$ cat src/rtl/pred_tx6_pkg.sv
// rtl/pred_tx6_pkg.sv - shared constants, destination bit positions and FSM states for pred_tx6
package pred_tx6_pkg;

    localparam int PRED_W_DEF  = 4;
    localparam int ADDR_W_DEF  = 6;
    localparam int DEPTH_DEF   = 4;
    localparam int TIMEOUT_DEF = 15;

    // Destination mask layout {edge5, edge7, edge10, bus}
    localparam int DST_W      = 4;
    localparam int DST_EDGE5  = 3;
    localparam int DST_EDGE7  = 2;
    localparam int DST_EDGE10 = 1;
    localparam int DST_BUS    = 0;

    typedef enum logic [1:0] {
        ST_IDLE = 2'd0,
        ST_READ = 2'd1,
        ST_SEND = 2'd2
    } state_t;

endpackage

$ cat src/rtl/pred_tx6_cmd_fifo.sv
// rtl/pred_tx6_cmd_fifo.sv - synchronous command FIFO of {addr, dst} with wrap-bit pointers
module pred_tx6_cmd_fifo #(
    parameter int DEPTH = 4,
    parameter int WIDTH = 10
) (
    input  logic             clk,
    input  logic             rst_n,
    input  logic             push,
    input  logic             pop,
    input  logic [WIDTH-1:0] din,
    output logic             full,
    output logic             empty,
    output logic [WIDTH-1:0] head
);

    localparam int AW = $clog2(DEPTH);

    // Pointers carry one extra wrap bit so full and empty are distinguishable
    logic [AW:0]      wr_ptr;
    logic [AW:0]      rd_ptr;
    logic [WIDTH-1:0] mem [DEPTH];
    logic             do_push;
    logic             do_pop;

    assign full    = (wr_ptr[AW] != rd_ptr[AW]) && (wr_ptr[AW-1:0] == rd_ptr[AW-1:0]);
    assign empty   = (wr_ptr == rd_ptr);
    assign do_push = push && !full;
    assign do_pop  = pop && !empty;
    assign head    = mem[rd_ptr[AW-1:0]];

    // Pointer update; a push while full is refused even if a pop happens in the same cycle
    always_ff @(posedge clk or negedge rst_n) begin
        if (!rst_n) begin
            wr_ptr <= '0;
            rd_ptr <= '0;
        end else begin
            if (do_push) wr_ptr <= wr_ptr + 1'b1;
            if (do_pop)  rd_ptr <= rd_ptr + 1'b1;
        end
    end

    // Storage array; contents are meaningless while empty so no reset is needed
    always_ff @(posedge clk) begin
        if (do_push) mem[wr_ptr[AW-1:0]] <= din;
    end

endmodule

$ cat src/rtl/pred_tx6.sv
// rtl/pred_tx6.sv - PE6 predicate transmitter (optional abort timer under PRED_TX_TIMEOUT_EN)
module pred_tx6
    import pred_tx6_pkg::*;
#(
    parameter int PRED_W  = PRED_W_DEF,
    parameter int ADDR_W  = ADDR_W_DEF,
    parameter int DEPTH   = DEPTH_DEF
`ifdef PRED_TX_TIMEOUT_EN
    ,
    parameter int TIMEOUT = TIMEOUT_DEF
`endif
) (
    input  logic              clk,
    input  logic              rst_n,
    input  logic              cmd_valid,
    output logic              cmd_ready,
    input  logic [ADDR_W-1:0] cmd_addr,
    input  logic [3:0]        cmd_dst,
    output logic [ADDR_W-1:0] rd_addr,
    input  logic [PRED_W-1:0] rd_data,
    output logic [PRED_W-1:0] edge5_p_out,
    output logic [PRED_W-1:0] edge7_p_out,
    output logic [PRED_W-1:0] edge10_p_out,
    output logic [PRED_W-1:0] bus_p_out,
    output logic              edge5_p_vld,
    output logic              edge7_p_vld,
    output logic              edge10_p_vld,
    output logic              bus_p_vld,
    input  logic              edge5_p_ack,
    input  logic              edge7_p_ack,
    input  logic              edge10_p_ack,
    input  logic              bus_p_ack,
    output logic              busy,
    output logic              tx_err
);

    localparam int CMD_W = ADDR_W + DST_W;

    state_t             state;
    state_t             next_state;
    logic [PRED_W-1:0]  data_q;
    logic [DST_W-1:0]   pending;
    logic [DST_W-1:0]   pending_nxt;
    logic [DST_W-1:0]   vld;
    logic [DST_W-1:0]   ack;
    logic               fifo_push;
    logic               fifo_pop;
    logic               fifo_full;
    logic               fifo_empty;
    logic [CMD_W-1:0]   fifo_head;
    logic [ADDR_W-1:0]  head_addr;
    logic [DST_W-1:0]   head_dst;
    logic               timeout_hit;

    assign cmd_ready             = !fifo_full;
    assign fifo_push             = cmd_valid && !fifo_full;
    assign {head_addr, head_dst} = fifo_head;
    assign busy                  = (state != ST_IDLE) || !fifo_empty;

    pred_tx6_cmd_fifo #(
        .DEPTH (DEPTH),
        .WIDTH (CMD_W)
    ) u_cmd_fifo (
        .clk   (clk),
        .rst_n (rst_n),
        .push  (fifo_push),
        .pop   (fifo_pop),
        .din   ({cmd_addr, cmd_dst}),
        .full  (fifo_full),
        .empty (fifo_empty),
        .head  (fifo_head)
    );

    // A destination is offered data only while SEND still owes it a handshake;
    // acks on destinations that are not valid fall out of the mask here.
    assign ack         = {edge5_p_ack, edge7_p_ack, edge10_p_ack, bus_p_ack};
    assign vld         = (state == ST_SEND) ? pending : '0;
    assign pending_nxt = pending & ~(vld & ack);

    assign edge5_p_vld  = vld[DST_EDGE5];
    assign edge7_p_vld  = vld[DST_EDGE7];
    assign edge10_p_vld = vld[DST_EDGE10];
    assign bus_p_vld    = vld[DST_BUS];
    assign edge5_p_out  = vld[DST_EDGE5]  ? data_q : '0;
    assign edge7_p_out  = vld[DST_EDGE7]  ? data_q : '0;
    assign edge10_p_out = vld[DST_EDGE10] ? data_q : '0;
    assign bus_p_out    = vld[DST_BUS]    ? data_q : '0;

    // State register
    always_ff @(posedge clk or negedge rst_n) begin
        if (!rst_n) state <= ST_IDLE;
        else        state <= next_state;
    end

    // Next state, FIFO pop and register-file read address
    always_comb begin
        next_state = state;
        fifo_pop   = 1'b0;
        rd_addr    = '0;
        case (state)
            ST_IDLE: begin
                if (!fifo_empty) next_state = ST_READ;
            end
            ST_READ: begin
                rd_addr    = head_addr;
                fifo_pop   = 1'b1;
                next_state = (head_dst != '0) ? ST_SEND : ST_IDLE;
            end
            ST_SEND: begin
                if ((pending_nxt == '0) || timeout_hit) next_state = ST_IDLE;
            end
            default: next_state = ST_IDLE;
        endcase
    end

    // Capture the predicate and target mask in READ; retire acked targets in SEND
    always_ff @(posedge clk or negedge rst_n) begin
        if (!rst_n) begin
            data_q  <= '0;
            pending <= '0;
        end else if (state == ST_READ) begin
            data_q  <= rd_data;
            pending <= head_dst;
        end else if (state == ST_SEND) begin
            pending <= timeout_hit ? '0 : pending_nxt;
        end
    end

`ifdef PRED_TX_TIMEOUT_EN
    localparam int TO_W = $clog2(TIMEOUT + 1);

    logic [TO_W-1:0] to_cnt;
    logic            tx_err_q;

    // to_cnt holds the number of SEND cycles already completed, so the abort
    // lands at the end of the TIMEOUT-th SEND cycle if targets are still owed.
    assign timeout_hit = (state == ST_SEND) && (pending_nxt != '0) &&
                         (to_cnt == TO_W'(TIMEOUT - 1));
    assign tx_err      = tx_err_q;

    // SEND cycle counter, restarted on the way into SEND, and the error pulse
    always_ff @(posedge clk or negedge rst_n) begin
        if (!rst_n) begin
            to_cnt   <= '0;
            tx_err_q <= 1'b0;
        end else begin
            tx_err_q <= timeout_hit;
            if (state == ST_READ)      to_cnt <= '0;
            else if (state == ST_SEND) to_cnt <= to_cnt + 1'b1;
        end
    end
`else
    assign timeout_hit = 1'b0;
    assign tx_err      = 1'b0;
`endif

endmodule

$ cat config.mk
export PLATFORM = sky130hd
export DESIGN_NAME = pred_tx6
export DESIGN_NICKNAME = d
export VERILOG_FILES = /design/src/rtl/pred_tx6_pkg.sv /design/src/rtl/pred_tx6_cmd_fifo.sv /design/src/rtl/pred_tx6.sv
export SDC_FILE = /design/constraint.sdc
export NUM_CORES = 1
export LEC_CHECK = 0
export CORE_MARGIN = 5
export CORE_UTILIZATION = 46
export CTS_CLUSTER_DIAMETER = 150
export CTS_CLUSTER_SIZE = 16
export DETAILED_ROUTE_END_ITERATION = 6
export PLACE_DENSITY = 0.75
export SETUP_SLACK_MARGIN = 0.5
export SLEW_MARGIN = 30
export SYNTH_ARGS = -nofsm -noshare
export SYNTH_HDL_FRONTEND = slang
export SYNTH_SLANG_ARGS = --single-unit
$ cat constraint.sdc
create_clock -name clk -period 1.6 [get_ports clk]
set_input_delay 0.32 -clock clk [delete_from_list [all_inputs] [get_ports clk]]
set_output_delay 0.32 -clock clk [all_outputs]
set_load 0.005 [all_outputs]
==> impl_metrics.ini <==
[die]
die_area_sq_um = 7101
die_w_um = 84.27
ios = 50
die_h_um = 84.27
placementRows = 27
start_util = 0.4665
core_sq_um = 5439

[timing]
setup_viol = 80
period_needed_ns = 2.062
skew_ns = 0.01240
hold_violations = 0
fmax_mhz = 484.9
layout_setup_ws_ns = -0.4623
maxSlewViolCount = 0
post-route-period-util = 1.289
rsz0062_at_grt = yes

[power]
peakVddDrop_mv = 1.204
cellLeakagePower_nw = 1.671
p_total_w = 0.007685
power.density_nw_per_um2 = 1898

[outcome]
status = finished with violations
violations = negative setup slack

[detailed_routing]
wl_met2_um = 3607
post_drt_wl_per_cell_um = 18.68
drcViolationCount = 0
dr.max_layer_used = met4
num_vias = 1782
ant_nets = 0
drt_first_pass_iters = 4
met3_length_um = 337
wl_met1_um = 2380
drtIter0Drc = 61
viasPerCell = 5.195
wl_um = 6407

[yosys]
yosys_warnings = 0
syn_inst = 162
avgSynthCellArea_sq_um = 15.66
synth_area_sq_um = 2537
synthArstFlopShare = 0.2857
synth_nets = 191
synthFlopType = edfxtp_1
synth_cell_types = 28
synth_edf_count = 40
ys_ff_latch = 56
yosysSeqAreaShare = 0.6312

[clock_network]
holdBufCountCts = 0
cts_root_buffer = clkbuf_8
cts_max_path_buffers = 2
clk_latency_ns = 0.31
cts_tree = built
cts_made_buffers = 5
cts.clk_slew.worst_paths_ns = 0.10
cts-htree-levels = 2
clock-sinks = 56

[place]
place_inst = 298
port_buffers = 48
dp_hpwl_um = 3674
place.gp.congestion = 0.7843

[min_path]
hold_path.class = primary input to async pin

[worst_setup_path]
cp_data_required_time_ns = 1.64
worstPathArrival_ns = 2.10
crit_type = register to register
endpoint_kind = register
crit_path_max_fanout = 5
setup.worst_path.start_class = register

[cells_and_area]
num_antenna_cells = 0
drive_gt1_frac = 0.5646
finalNonFillerCells = 343
syn_to_final_growth_pct = 59.57
fill_cells = 349
nets = 299

[global_routing]
grt_usage = 0.1763
grt_overflow = 0
grt_pass1_vias = 1953
grt_max_degree = 18
antenna_found_initial = 0
grt_pass1_wl_um = 9660

[job]
drv_cap = 0
==> cell usage after synthesis, drive strengths merged (3+ instances only) <==
| cell | instances | area [sq um] |
|---|---|---|
| mux4 | 10 | 255.2 |
| nand3 | 3 | 15.01 |
| a32o | 4 | 40.04 |
| nand2 | 7 | 26.28 |
| a21o | 4 | 30.03 |
| and3 | 16 | 100.1 |
| ha | 8 | 100.1 |
| nor2b | 4 | 25.02 |
| clkbuf | 4 | 15.01 |
| xnor2 | 6 | 52.55 |
| mux2 | 5 | 56.30 |
| buf | 4 | 26.28 |
| and2 | 14 | 87.58 |
| inv | 6 | 22.52 |
| dfrtp | 16 | 400.4 |
| edfxtp | 40 | 1201 |
==> cells in the final DEF (no fill, tap or decap), types with 3 or more instances in the layout <==
| cell | synthesis | final |
|---|---|---|
| mux4_2 | 2 | 10 |
| mux2_4 | 0 | 4 |
| clkdlybuf4s50_1 | 0 | 20 |
| buf_6 | 1 | 45 |
| buf_12 | 0 | 6 |
| inv_1 | 6 | 4 |
| and2_4 | 0 | 15 |
| nand2_1 | 7 | 6 |
| dfrtp_1 | 16 | 16 |
| buf_2 | 0 | 3 |
| a21o_1 | 4 | 4 |
| buf_4 | 1 | 29 |
| ha_1 | 8 | 6 |
| edfxtp_1 | 40 | 40 |
| a32o_1 | 4 | 4 |
| and3_4 | 0 | 15 |
| nor2b_1 | 4 | 4 |
| clkbuf_8 | 0 | 5 |
| xnor2_1 | 6 | 3 |
==> registers in the layout, summed over array words and instances, names as in the netlist <==
signal / cells
u_cmd_fifo.wr_ptr: 3
u_cmd_fifo.mem: 40
u_cmd_fifo.rd_ptr: 3
data_q: 4
pending: 4
state: 2
==> metal layers <==
layer  up-vias  global-route usage
li1        816                   -
met1       897              0.1952
met2        62              0.3293
met3         7             0.04318
met4         0             0.05702
met5         -                   0
==> power by group <==
part	internal [W]	switching (W)	total [W]	leakage [nW]
clock	0.000317	0.000445	0.000761	0.0428
combinational	0.00280	0.00175	0.00455	1.07
sequential	0.00202	0.000356	0.00237	0.560
==> per-stage QoR <==
step	setup TNS (ns)	util	hold slack, ns	setup slack, ns	instance area (sq um)
2_1_floorplan	-0.006607	-	0.02441	-0.006607	2654
3_3_place_gp	-11.50	0.6220	0.5166	-0.3619	3383
3_5_place_dp	-12.96	0.6220	0.5312	-0.4049	3383
4_1_cts	-19.40	0.7026	0.3197	-0.4242	3821
5_1_grt	-29.54	0.7444	0.3278	-0.5117	4049
6_report	-25.42	0.7444	0.3174	-0.4623	4049
==> kinds of logic (layout without fill, tap and decap cells) <==
kind of cell,Yosys count,in the layout,synth area share
XOR/XNOR,8,8,0.02761
other,1,1,0.001478
adder cells (fa/ha/maj),8,8,0.03945
AO/OA/AOI/OAI,14,14,0.04586
buffers and inverters,14,122,0.02515
multiplexers,16,16,0.1267
flip-flops,56,56,0.6312
AND/OR/NAND/NOR,45,46,0.1026
==> worst paths after layout <==
path | startpoint | endpoint | slack [ns] | cells after the start
worst max-delay path | u_cmd_fifo.rd_ptr[0] | u_cmd_fifo.mem[1][2] | -0.46 | 9
max in group asynchronous | rst_n | data_q[0] | 1.08 | 2
min in group clk | u_cmd_fifo.rd_ptr[2] | u_cmd_fifo.rd_ptr[2] | 0.58 | 1
worst min-delay path | rst_n | u_cmd_fifo.wr_ptr[1] | 0.32 | 2
worst max register to register | u_cmd_fifo.rd_ptr[0] | u_cmd_fifo.mem[1][2] | -0.46 | 9
worst min register to register | u_cmd_fifo.rd_ptr[2] | u_cmd_fifo.rd_ptr[2] | 0.58 | 1
==> final cells by class <==
class	instances	area, sq um	area share
multi-input cells	93	1100	0.2716
flip-flops and latches	56	1602	0.3956
clock inverters	1	8.758	0.002163
clock buffers	7	76.32	0.01885
inverters	6	22.52	0.005562
well taps	72	90.09	0.02225
repair buffers	108	1150	0.2840
==> timing repair <==
action                                  4_1_cts  5_1_grt
pin swaps                                    14        5
endpoints found under the setup margin       84       84
gates resized for setup                     161       43
buffers inserted                             25        8
gates cloned                                  4        0
==> worst max-delay path: stages, from the launching register on <==
cell       delay (ns)
dfrtp_1          0.43
buf_4            0.16
buf_6            0.10
buf_8            0.12
xnor2_4          0.12
buf_6            0.13
a31oi_4          0.19
buf_6            0.13
and2_4           0.14
bufbuf_16        0.25
Power figures use the tool's default switching activity.
